$ cat config.mk
export PLATFORM = sky130hd
export DESIGN_NAME = sysu_mux151_scan_arbiter
export DESIGN_NICKNAME = d
export VERILOG_FILES = /design/src/rtl/sysu_mux151_scan_arbiter.sv
export SDC_FILE = /design/constraint.sdc
export NUM_CORES = 1
export LEC_CHECK = 0
export CORE_MARGIN = 2
export CORE_UTILIZATION = 42
export DETAILED_ROUTE_END_ITERATION = 12
export SYNTH_ARGS = -nofsm -noshare
export SYNTH_HDL_FRONTEND = slang
export SYNTH_SLANG_ARGS = --single-unit
$ cat constraint.sdc
create_clock -name CLK -period 5 [get_ports CLK]
set_clock_uncertainty 0.2 [all_clocks]
set_input_delay 0.5 -clock CLK [delete_from_list [all_inputs] [get_ports CLK]]
set_output_delay 0.5 -clock CLK [all_outputs]
set_load 0.01 [all_outputs]
$ cat src/rtl/sysu_mux151_scan_arbiter.sv
// Round-robin arbiter that scans eight requests through an external 74LS151 mux.
// Optional forced release after HOLD_MAX grant cycles when SYSU_ARB_TIMEOUT_EN is defined.
module sysu_mux151_scan_arbiter #(
    parameter int unsigned SETTLE_CYC = 1,
    parameter int unsigned HOLD_MAX   = 255
) (
    input  logic       CLK,
    input  logic       RST,
    input  logic       EN,
    input  logic       Q,
    input  logic       DONE,
    output logic       A2,
    output logic       A1,
    output logic       A0,
    output logic       S_n,
    output logic       GNT_VALID,
    output logic [2:0] GNT_IDX,
    output logic       SWEEP_EMPTY,
    output logic       TIMEOUT
);

    typedef enum logic [1:0] {
        IDLE,
        SETTLE,
        SAMPLE,
        GRANT
    } state_t;

    localparam logic [3:0] SETTLE_LAST = 4'(SETTLE_CYC - 1);

    state_t     state_q, state_d;
    logic [2:0] ptr_q, ptr_d;
    logic [2:0] miss_q, miss_d;
    logic [3:0] settle_q, settle_d;
    logic [2:0] a_q, a_d;
    logic       s_n_q, s_n_d;
    logic       gnt_valid_q, gnt_valid_d;
    logic [2:0] gnt_idx_q, gnt_idx_d;
    logic       sweep_q, sweep_d;
    logic       do_release;
    logic [2:0] next_ptr;

`ifdef SYSU_ARB_TIMEOUT_EN
    localparam logic [7:0] HOLD_LAST = 8'(HOLD_MAX - 1);

    logic [7:0] hold_q, hold_d;
    logic       timeout_q, timeout_d;
`else
    logic [7:0] unused_hold_max;
    assign unused_hold_max = 8'(HOLD_MAX);
`endif

    assign next_ptr = gnt_idx_q + 3'd1;

    always_comb begin
        state_d     = state_q;
        ptr_d       = ptr_q;
        miss_d      = miss_q;
        settle_d    = settle_q;
        a_d         = a_q;
        s_n_d       = s_n_q;
        gnt_valid_d = gnt_valid_q;
        gnt_idx_d   = gnt_idx_q;
        sweep_d     = 1'b0;
        do_release  = 1'b0;
`ifdef SYSU_ARB_TIMEOUT_EN
        hold_d      = hold_q;
        timeout_d   = 1'b0;
`endif
        // Dropping EN aborts everything, but a DONE in the same cycle still rotates priority.
        if (!EN) begin
            state_d     = IDLE;
            s_n_d       = 1'b1;
            gnt_valid_d = 1'b0;
            miss_d      = 3'd0;
            settle_d    = 4'd0;
            if (state_q == GRANT && DONE) begin
                ptr_d = next_ptr;
            end
        end else begin
            case (state_q)
                IDLE: begin
                    state_d  = SETTLE;
                    a_d      = ptr_q;
                    s_n_d    = 1'b0;
                    settle_d = 4'd0;
                end
                SETTLE: begin
                    if (settle_q == SETTLE_LAST) begin
                        state_d = SAMPLE;
                    end else begin
                        settle_d = settle_q + 4'd1;
                    end
                end
                SAMPLE: begin
                    if (Q) begin
                        state_d     = GRANT;
                        gnt_valid_d = 1'b1;
                        gnt_idx_d   = a_q;
                        miss_d      = 3'd0;
`ifdef SYSU_ARB_TIMEOUT_EN
                        hold_d      = 8'd0;
`endif
                    end else begin
                        state_d  = SETTLE;
                        ptr_d    = ptr_q + 3'd1;
                        a_d      = ptr_q + 3'd1;
                        settle_d = 4'd0;
                        if (miss_q == 3'd7) begin
                            sweep_d = 1'b1;
                            miss_d  = 3'd0;
                        end else begin
                            miss_d = miss_q + 3'd1;
                        end
                    end
                end
                GRANT: begin
                    if (DONE) begin
                        do_release = 1'b1;
                    end
`ifdef SYSU_ARB_TIMEOUT_EN
                    else if (hold_q == HOLD_LAST) begin
                        do_release = 1'b1;
                        timeout_d  = 1'b1;
                    end else begin
                        hold_d = hold_q + 8'd1;
                    end
`endif
                end
                default: state_d = IDLE;
            endcase

            // The released grantee becomes lowest priority for the next scan.
            if (do_release) begin
                state_d     = SETTLE;
                gnt_valid_d = 1'b0;
                ptr_d       = next_ptr;
                a_d         = next_ptr;
                settle_d    = 4'd0;
            end
        end
    end

    always_ff @(posedge CLK) begin
        if (RST) begin
            state_q     <= IDLE;
            ptr_q       <= 3'd0;
            miss_q      <= 3'd0;
            settle_q    <= 4'd0;
            a_q         <= 3'd0;
            s_n_q       <= 1'b1;
            gnt_valid_q <= 1'b0;
            gnt_idx_q   <= 3'd0;
            sweep_q     <= 1'b0;
`ifdef SYSU_ARB_TIMEOUT_EN
            hold_q      <= 8'd0;
            timeout_q   <= 1'b0;
`endif
        end else begin
            state_q     <= state_d;
            ptr_q       <= ptr_d;
            miss_q      <= miss_d;
            settle_q    <= settle_d;
            a_q         <= a_d;
            s_n_q       <= s_n_d;
            gnt_valid_q <= gnt_valid_d;
            gnt_idx_q   <= gnt_idx_d;
            sweep_q     <= sweep_d;
`ifdef SYSU_ARB_TIMEOUT_EN
            hold_q      <= hold_d;
            timeout_q   <= timeout_d;
`endif
        end
    end

    assign A2          = a_q[2];
    assign A1          = a_q[1];
    assign A0          = a_q[0];
    assign S_n         = s_n_q;
    assign GNT_VALID   = gnt_valid_q;
    assign GNT_IDX     = gnt_idx_q;
    assign SWEEP_EMPTY = sweep_q;
`ifdef SYSU_ARB_TIMEOUT_EN
    assign TIMEOUT     = timeout_q;
`else
    assign TIMEOUT     = 1'b0;
`endif

endmodule

==> results of run 1 <==
-- Yosys cell counts, drive strengths merged, types with 2 or more instances --
| cell | instances |
|---|---|
| xnor2 | 2 |
| buf | 4 |
| nor2b | 5 |
| dfxtp | 21 |
| a21oi | 16 |
| mux2i | 5 |
| nand3 | 3 |
| xor2 | 2 |
| o21ai | 9 |
| nand3b | 2 |
| and3 | 4 |
| inv | 8 |
| nand2 | 10 |
| nor2 | 16 |
| a211oi | 2 |
| ha | 11 |
-- cell usage in the layout (no fill, tap or decap), types with 3 or more instances in the layout --
| master | Yosys | routed |
|---|---|---|
| sky130_fd_sc_hd__ha_1 | 11 | 11 |
| sky130_fd_sc_hd__clkbuf_4 | 0 | 3 |
| sky130_fd_sc_hd__clkdlybuf4s50_1 | 0 | 13 |
| sky130_fd_sc_hd__nand2_1 | 9 | 9 |
| sky130_fd_sc_hd__mux2i_1 | 5 | 5 |
| sky130_fd_sc_hd__nand3_1 | 3 | 3 |
| sky130_fd_sc_hd__o21ai_0 | 4 | 4 |
| sky130_fd_sc_hd__o21ai_1 | 5 | 5 |
| sky130_fd_sc_hd__nor2b_1 | 5 | 5 |
| sky130_fd_sc_hd__nor2_1 | 16 | 16 |
| sky130_fd_sc_hd__a21oi_1 | 14 | 14 |
| sky130_fd_sc_hd__dfxtp_1 | 21 | 21 |
| sky130_fd_sc_hd__inv_1 | 8 | 8 |
-- power groups by stage --
stage	clock network, mW	logic (mW)	registers [mW]
2_1_floorplan	0	0.0166	0.174
3_5_place_dp	0	0.0246	0.174
4_1_cts	0.0918	0.0247	0.170
5_1_grt	0.0962	0.0277	0.171
3_3_place_gp	0	0.0240	0.174
6_report	0.0847	0.0247	0.170
-- cell type report --
| class | count | area [µm²] |
|---|---|---|
| fill | 280 | 1370 |
| multi-input combinational | 101 | 696 |
| sequential | 21 | 420 |
| timing repair buffer | 13 | 130 |
| tap | 31 | 38.8 |
| inverter | 8 | 30.0 |
| clock buffer | 3 | 22.5 |
| clock inverter | 1 | 5.00 |
-- state kept, by name, summed over array words and instances, names as in the netlist --
register,cells
settle_q,4
ptr_q,3
S_n,1
a_q,3
SWEEP_EMPTY,1
GNT_IDX,3
GNT_VALID,1
state_q,2
miss_q,3
-- kinds of logic after synthesis --
family                   Yosys count  share of synthesized area
multiplexers                       6                     0.0552
AND/OR/NAND/NOR                   46                      0.212
AO/OA/AOI/OAI                     33                      0.173
flip-flops                        21                      0.357
other                              1                    0.00318
adder cells (fa/ha/maj)           11                      0.117
XOR/XNOR                           4                     0.0297
buffers and inverters             13                     0.0531
-- worst reg2reg max path, cell delays in order, from the launching register on --
cell and delay (ns):
sky130_fd_sc_hd__dfxtp_1 0.43, sky130_fd_sc_hd__inv_1 0.09, sky130_fd_sc_hd__ha_1 0.37, sky130_fd_sc_hd__and2_4 0.24
sky130_fd_sc_hd__o21a_1 0.21, sky130_fd_sc_hd__o41ai_2 0.30
-- metal layers --
layer  routed length (µm)  up-vias  part of all wire
met5                    0        -                 0
met4                   48        0             0.021
met3                   46        5             0.020
met2                 1020        9              0.45
met1                 1160      430              0.51
li1                     -      487                 -
-- how the worst max path moves through the flow --
| stage | from | end | cells after the start |
|---|---|---|---|
| after floorplan | state_q[0]$_SDFFE_PP0P_ | a_q[2]$_SDFFE_PP0P_ | 7 |
| after global placement | EN | settle_q[3]$_SDFFE_PP0P_ | 5 |
| after detailed placement | EN | settle_q[0]$_SDFFE_PP0P_ | 5 |
| after CTS | GNT_IDX[0]$_SDFFE_PP0P_ | GNT_IDX[0] | 1 |
| after global routing | state_q[0]$_SDFFE_PP0P_ | settle_q[2]$_SDFFE_PP0P_ | 6 |
| final | GNT_IDX[0]$_SDFFE_PP0P_ | GNT_IDX[0] | 1 |
==> impl_metrics.csv, run 1 <==
group,metric,value,unit
status,status,"finished clean",
global_route,antenna_found_initial,0,
clock_network,htree_num_levels,1,
finish,post_layout_cell_count,178,
logic_synthesis,ys_types,39,
finish,layout-area-overhead-vs-synth,13.9,%
timing,maxClockFrequency,508,MHz
timing,setup_violations,0,
power,total_power,280,µW
finish,drive_gt1_frac,0.0952,
clock_network,clkSinkCount,21,
worst_setup_path,worstPathArrival,1.27,ns
logic_synthesis,synth_top_cell_area_share,0.357,
floorplanning,die_y,57.0,µm
finish,antenna-diode-count,0,
logic_synthesis,postSynth.topFlopCell,"sky130_fd_sc_hd__dfxtp_1",
global_route,largest_net_degree_at_the_start_of_global_routing,16,
timing,worst_hold_slack,0.284,ns
timing,final-max-slew-violation-count,0,
detailed_routing,via_count,931,
timing,timing.setup.tns,0,ns
detailed_routing,final_antenna_net_count,0,
worst_hold_path,hold_path_depth,2,
power,switchingPower,71.0,µW
clock_network,numCtsBuffers,3,
worst_setup_path,crit_path_cell_trace,"clkdlybuf4s50_1",
power,cellInternalPower,209,µW
power,power_frac_clock,0.303,
logic_synthesis,synth_seq_cells,21,
clock_network,post_cts_buffers,0,
global_route,met2_resource_use_gr,0.250,
global_route,grt_first_pass_wirelength,3.96,mm
worst_setup_path,ff2ff_path_depth,5,
logic_synthesis,post_synth.cell_area_avg,8.73,µm²
global_route,global_route.overflow_total,0,
clock_network,cts_hold_buf,0,
timing,setup_repair_after_global_routing_missed_its_margin,"false",
power,share_comb_of_total_power,0.088,
placed_design,port-buffer-count,13,
logic_synthesis,share_of_synthesized_area_occupied_by_flip_flops_and_latches,0.357,
logic_synthesis,yosysWarningCount,0,
logic_synthesis,synth_area_leaders,"sky130_fd_sc_hd__dfxtp_1, sky130_fd_sc_hd__ha_1, sky130_fd_sc_hd__a21oi_1",
worst_hold_path,worstHoldPathType,"flip-flop to flip-flop",
worst_setup_path,critical-path-top-delay-family,"buffers and inverters",
logic_synthesis,syn_area,1180,µm²
floorplanning,core_area,2710,µm²
detailed_routing,dr.pass1.iters,4,
placed_design,placed_cells_incl_taps,174,
global_route,grt_util_met3,0.0204,
timing,period_minus_slack,1.97,ns
clock_network,clock_tree_from_tritoncts,"yes",
power,power_per_cell_area,208,nW/µm²
timing,layout_worst_path_cycle_share,0.394,
global_route,overall_global_routing_resource_usage,0.155,
worst_hold_path,hold_path.startpoint,"GNT_VALID$_SDFFE_PP0P_",
power,vdd_drop_max,152,µV
global_route,grt-busiest-layer,"met2",
floorplanning,die-width,57.0,µm
worst_setup_path,critical_path.max_fanout,4,
logic_synthesis,netlist.top_cell.by_area,"sky130_fd_sc_hd__dfxtp_1",
worst_setup_path,regToRegStartpoint,"state_q[0]$_SDFFE_PP0P_",
power,power_switching_share,0.254,
logic_synthesis,synthesis.instances,135,
power,total_leakage_power,0.577,nW
clock_network,clock_latency,0.31,ns
worst_setup_path,rrSetupSlack,3.07,ns
floorplanning,dieArea,3250,µm²
detailed_routing,detailedRoute.firstIterationViolations,17,
worst_setup_path,critPathMaxStageDelay,0.56,ns
clock_network,cts_max_path_buffers,2,
placed_design,post_detailed_placement_half_perimeter_wirelength,1.70,mm
flow_run,maxCapViolations,0,
worst_setup_path,critical_path_required,4.30,ns
clock_network,root_buffer,"sky130_fd_sc_hd__clkbuf_4",
worst_setup_path,rr_endpoint,"a_q[2]$_SDFFE_PP0P_",
floorplanning,io-pin-count,15,
finish,post-route-util,0.495,
worst_setup_path,startpoint_type,"flip-flop",
floorplanning,start_util,0.435,
floorplanning,fp-row-count,19,
worst_setup_path,end_kind,"output pin",
finish,layout.nets,164,
detailed_routing,via_per_inst,5.23,
power,sequentialPowerShare,0.609,
placed_design,globalplace.congestion,0.811,
worst_setup_path,worst_setup_path_class,"flip-flop to output pin",
timing,final_worst_setup_slack,3.03,ns
global_route,met1_track_utilization_from_global_routing,0.204,
worst_setup_path,critical_path_buf_inv_count,1,
worst_setup_path,cpMaxStageDelayCell,"sky130_fd_sc_hd__clkdlybuf4s50_1",
placed_design,dpl_worst_slack,2.85,ns
logic_synthesis,synth-edff-count,0,
logic_synthesis,post_synthesis_net_count,151,
global_route,grt_pass1_vias,900,
detailed_routing,avgRoutedWirePerCell,12.8,µm
detailed_routing,post-route-drc-count,0,
timing,timing_hold_violations_final,0,
placed_design,dpl_cell_area,1320,µm²
clock_network,post_cts_resized,0,
logic_synthesis,async_reset_ff_frac,0,
detailed_routing,finalWirelength,2.27,mm
worst_hold_path,worst_case_hold_path_end_point,"GNT_VALID$_SDFFE_PP0P_",
clock_network,cts.clk_slew.worst_paths,0.12,ns
finish,post-route-cell-area,1340,µm²
Note: power is estimated with default switching activity, not from simulation.
==> run 2, diff against run 1 <==
- PLACE_DENSITY: default -> 0.66
- clock period: 5 -> 1.7 ns (I/O delays scaled with it)
==> run 2 against run 1 <==
  * Cell area increased by 12%
  * Largest power group unchanged
  * Combinational power rose to 4.0 times the previous value
  * The flow now finishes with violations (setup timing)
  * Clock power rose to 2.9 times the previous value
  * Core utilization increased by 5.9 points
  * Highest routed layer unchanged
  * Critical path depth increased by 5
  * Critical endpoint is now state_q[1]$_SDFFE_PP0P_
  * Final cell count is 7.3% higher
  * Sequential power rose to 2.9 times the previous value
  * Via count up 8.1%
==> impl_metrics.csv, run 2 (synthesized netlist as in run 1, its figures left out) <==
group,metric,value,unit
finish,filler_cell_count,259,
power,total_leakage_power,0.651,nW
floorplanning,die-width,57.0,µm
detailed_routing,avgRoutedWirePerCell,13.2,µm
worst_hold_path,worst_case_hold_path_end_point,"S_n$_SDFFE_PP1P_",
global_route,overall_global_routing_resource_usage,0.167,
worst_setup_path,cp.depth,6,
floorplanning,core_area,2710,µm²
global_route,grt_first_pass_wirelength,4.33,mm
timing,maxClockFrequency,577,MHz
timing,period_minus_slack,1.73,ns
clock_network,cts_max_path_buffers,2,
power,power_per_cell_area,564,nW/µm²
detailed_routing,via_per_inst,5.27,
placed_design,dpl_worst_slack,-0.0538,ns
detailed_routing,dr.pass1.iters,4,
floorplanning,fp-row-count,19,
finish,drive_gt1_frac,0.256,
worst_hold_path,worstHoldPathType,"flip-flop to flip-flop",
flow_run,maxCapViolations,0,
clock_network,clock_latency,0.31,ns
finish,leading_cell_type_in_the_layout_fill_and_taps_excluded,"sky130_fd_sc_hd__dfxtp_1",
clock_network,numCtsBuffers,3,
worst_setup_path,critical-path-top-delay-family,"simple AND/OR/NAND/NOR gates",
timing,final-max-slew-violation-count,0,
worst_setup_path,critical_path_buf_inv_count,1,
worst_setup_path,startpoint_type,"flip-flop",
finish,final_cell_mix,"sky130_fd_sc_hd__dfxtp_1, sky130_fd_sc_hd__a21oi_1, sky130_fd_sc_hd__nor2_1, sky130_fd_sc_hd__clkdlybuf4s50_1, sky130_fd_sc_hd__buf_4",
power,vdd_drop_max,471,µV
clock_network,cts.clk_slew.worst_paths,0.12,ns
worst_setup_path,ff2ff_path_depth,6,
worst_setup_path,regToRegStartpoint,"settle_q[1]$_SDFFE_PP0P_",
finish,post_layout_cell_count,191,
finish,largest_register_ff_count,4,
worst_hold_path,hold_path.startpoint,"S_n$_SDFFE_PP1P_",
status,status,"complete, but fails checks",
worst_setup_path,end_kind,"flip-flop",
detailed_routing,post-route-drc-count,0,
timing,setup_repair_after_global_routing_missed_its_margin,"true",
status,failed_checks,"setup timing",
placed_design,dpl_cell_area,1400,µm²
worst_setup_path,rrSetupSlack,-0.03,ns
timing,final_worst_setup_slack,-0.0322,ns
placed_design,globalplace.congestion,0.754,
global_route,largest_net_degree_at_the_start_of_global_routing,16,
worst_setup_path,cpMaxStageDelayCell,"sky130_fd_sc_hd__or3b_4",
detailed_routing,detailedRoute.firstIterationViolations,30,
finish,layout.nets,177,
timing,setup_violations,1,
floorplanning,die_y,57.0,µm
global_route,antenna_found_initial,0,
worst_setup_path,crit_path_cell_trace,"inv_2, ha_4, or3b_4, a21oi_2, mux2_4, nor2_4",
finish,multi_input_area,752,µm²
clock_network,clock_tree_from_tritoncts,"yes",
placed_design,port-buffer-count,13,
floorplanning,start_util,0.435,
worst_setup_path,critical_path.max_fanout,2,
finish,post-route-cell-area,1500,µm²
finish,layout.area.seq,425,µm²
finish,layout-area-overhead-vs-synth,27.5,%
placed_design,post_detailed_placement_half_perimeter_wirelength,1.89,mm
detailed_routing,final_antenna_net_count,0,
worst_setup_path,critPathMaxStageDelay,0.38,ns
global_route,global_route.overflow_total,0,
finish,largest-register,"settle_q",
timing,layout_worst_path_cycle_share,1.02,
worst_setup_path,worstPathArrival,1.79,ns
detailed_routing,via_count,1006,
placed_design,placed_cells_incl_taps,185,
finish,antenna-diode-count,0,
worst_hold_path,hold_path_depth,2,
clock_network,clkSinkCount,21,
floorplanning,dieArea,3250,µm²
floorplanning,io-pin-count,15,
global_route,grt_pass1_vias,1037,
clock_network,htree_num_levels,1,
detailed_routing,finalWirelength,2.53,mm
timing,timing_hold_violations_final,0,
worst_setup_path,rr_endpoint,"state_q[1]$_SDFFE_PP0P_",
clock_network,root_buffer,"sky130_fd_sc_hd__clkbuf_4",
worst_setup_path,worst_setup_path_class,"flip-flop to flip-flop",
worst_setup_path,critical_path_required,1.75,ns
-- run 2: cell count changes in the layout (fill, tap and decap cells not counted), moves of 4 or more --
cell	delta
sky130_fd_sc_hd__dfxtp_2	+4
sky130_fd_sc_hd__inv_1	-4
sky130_fd_sc_hd__dfxtp_1	-4
sky130_fd_sc_hd__buf_4	+13
sky130_fd_sc_hd__ha_1	-4
-- run 2: layer usage --
metal  up-vias  global-route usage  wire [µm]  share of wire
met2         8               0.302       1300           0.52
met1       478               0.194       1150           0.45
met4         0              0.0365         13         0.0051
met3         2              0.0522         61          0.024
li1        518                   -          -              -
met5         -                   0          0              0
-- run 2: power breakdown --
part           switching (mW)  total [mW]  leakage [nW]  internal (mW)
clock                   0.157       0.249        0.0150         0.0916
sequential            0.00365       0.500         0.171          0.497
combinational          0.0523      0.0982         0.464         0.0460
total                   0.213       0.847         0.651          0.634
-- run 2: worst min-delay path, stage by stage (launching register included) --
cell	delay [ns]
sky130_fd_sc_hd__dfxtp_1	0.33
sky130_fd_sc_hd__inv_1	0.04
sky130_fd_sc_hd__o21ai_0	0.08
-- run 2: what timing repair did --
action / in CTS / in global routing
gates resized for setup: 4 / 17
hold buffers: 0 / 0
setup buffers: 0 / 2
pin swaps: 1 / 1
setup endpoints to repair: 5 / 10
-- run 2: worst max-delay path by stage --
stage | from | endpoint | slack, ns
6_report | settle_q[1]$_SDFFE_PP0P_ | state_q[1]$_SDFFE_PP0P_ | -0.03
5_1_grt | settle_q[1]$_SDFFE_PP0P_ | state_q[1]$_SDFFE_PP0P_ | -0.07
4_1_cts | settle_q[1]$_SDFFE_PP0P_ | state_q[1]$_SDFFE_PP0P_ | -0.04
3_5_place_dp | settle_q[0]$_SDFFE_PP0P_ | state_q[1]$_SDFFE_PP0P_ | -0.05
3_3_place_gp | state_q[0]$_SDFFE_PP0P_ | a_q[2]$_SDFFE_PP0P_ | 0.005
2_1_floorplan | state_q[0]$_SDFFE_PP0P_ | a_q[2]$_SDFFE_PP0P_ | 0.007
-- run 2: area by class of cell --
type / instances / share of cell area
Clock buffer: 4 / 0.0175
Inverter: 8 / 0.0216
Multi-Input combinational cell: 101 / 0.500
Sequential cell: 21 / 0.283
Tap cell: 31 / 0.0258
Timing Repair Buffer: 26 / 0.152
-- run 2: metrics by stage --
stage	TNS [ns]	utilization	hold slack (ns)	total power, mW
CTS	-0.0407	0.528	0.294	0.848
global route	-0.102	0.554	0.322	0.893
finish	-0.0322	0.554	0.283	0.847
floorplan	0	-	0.188	0.561
global placement	0	0.516	0.260	0.598
detailed placement	-0.111	0.516	0.267	0.600
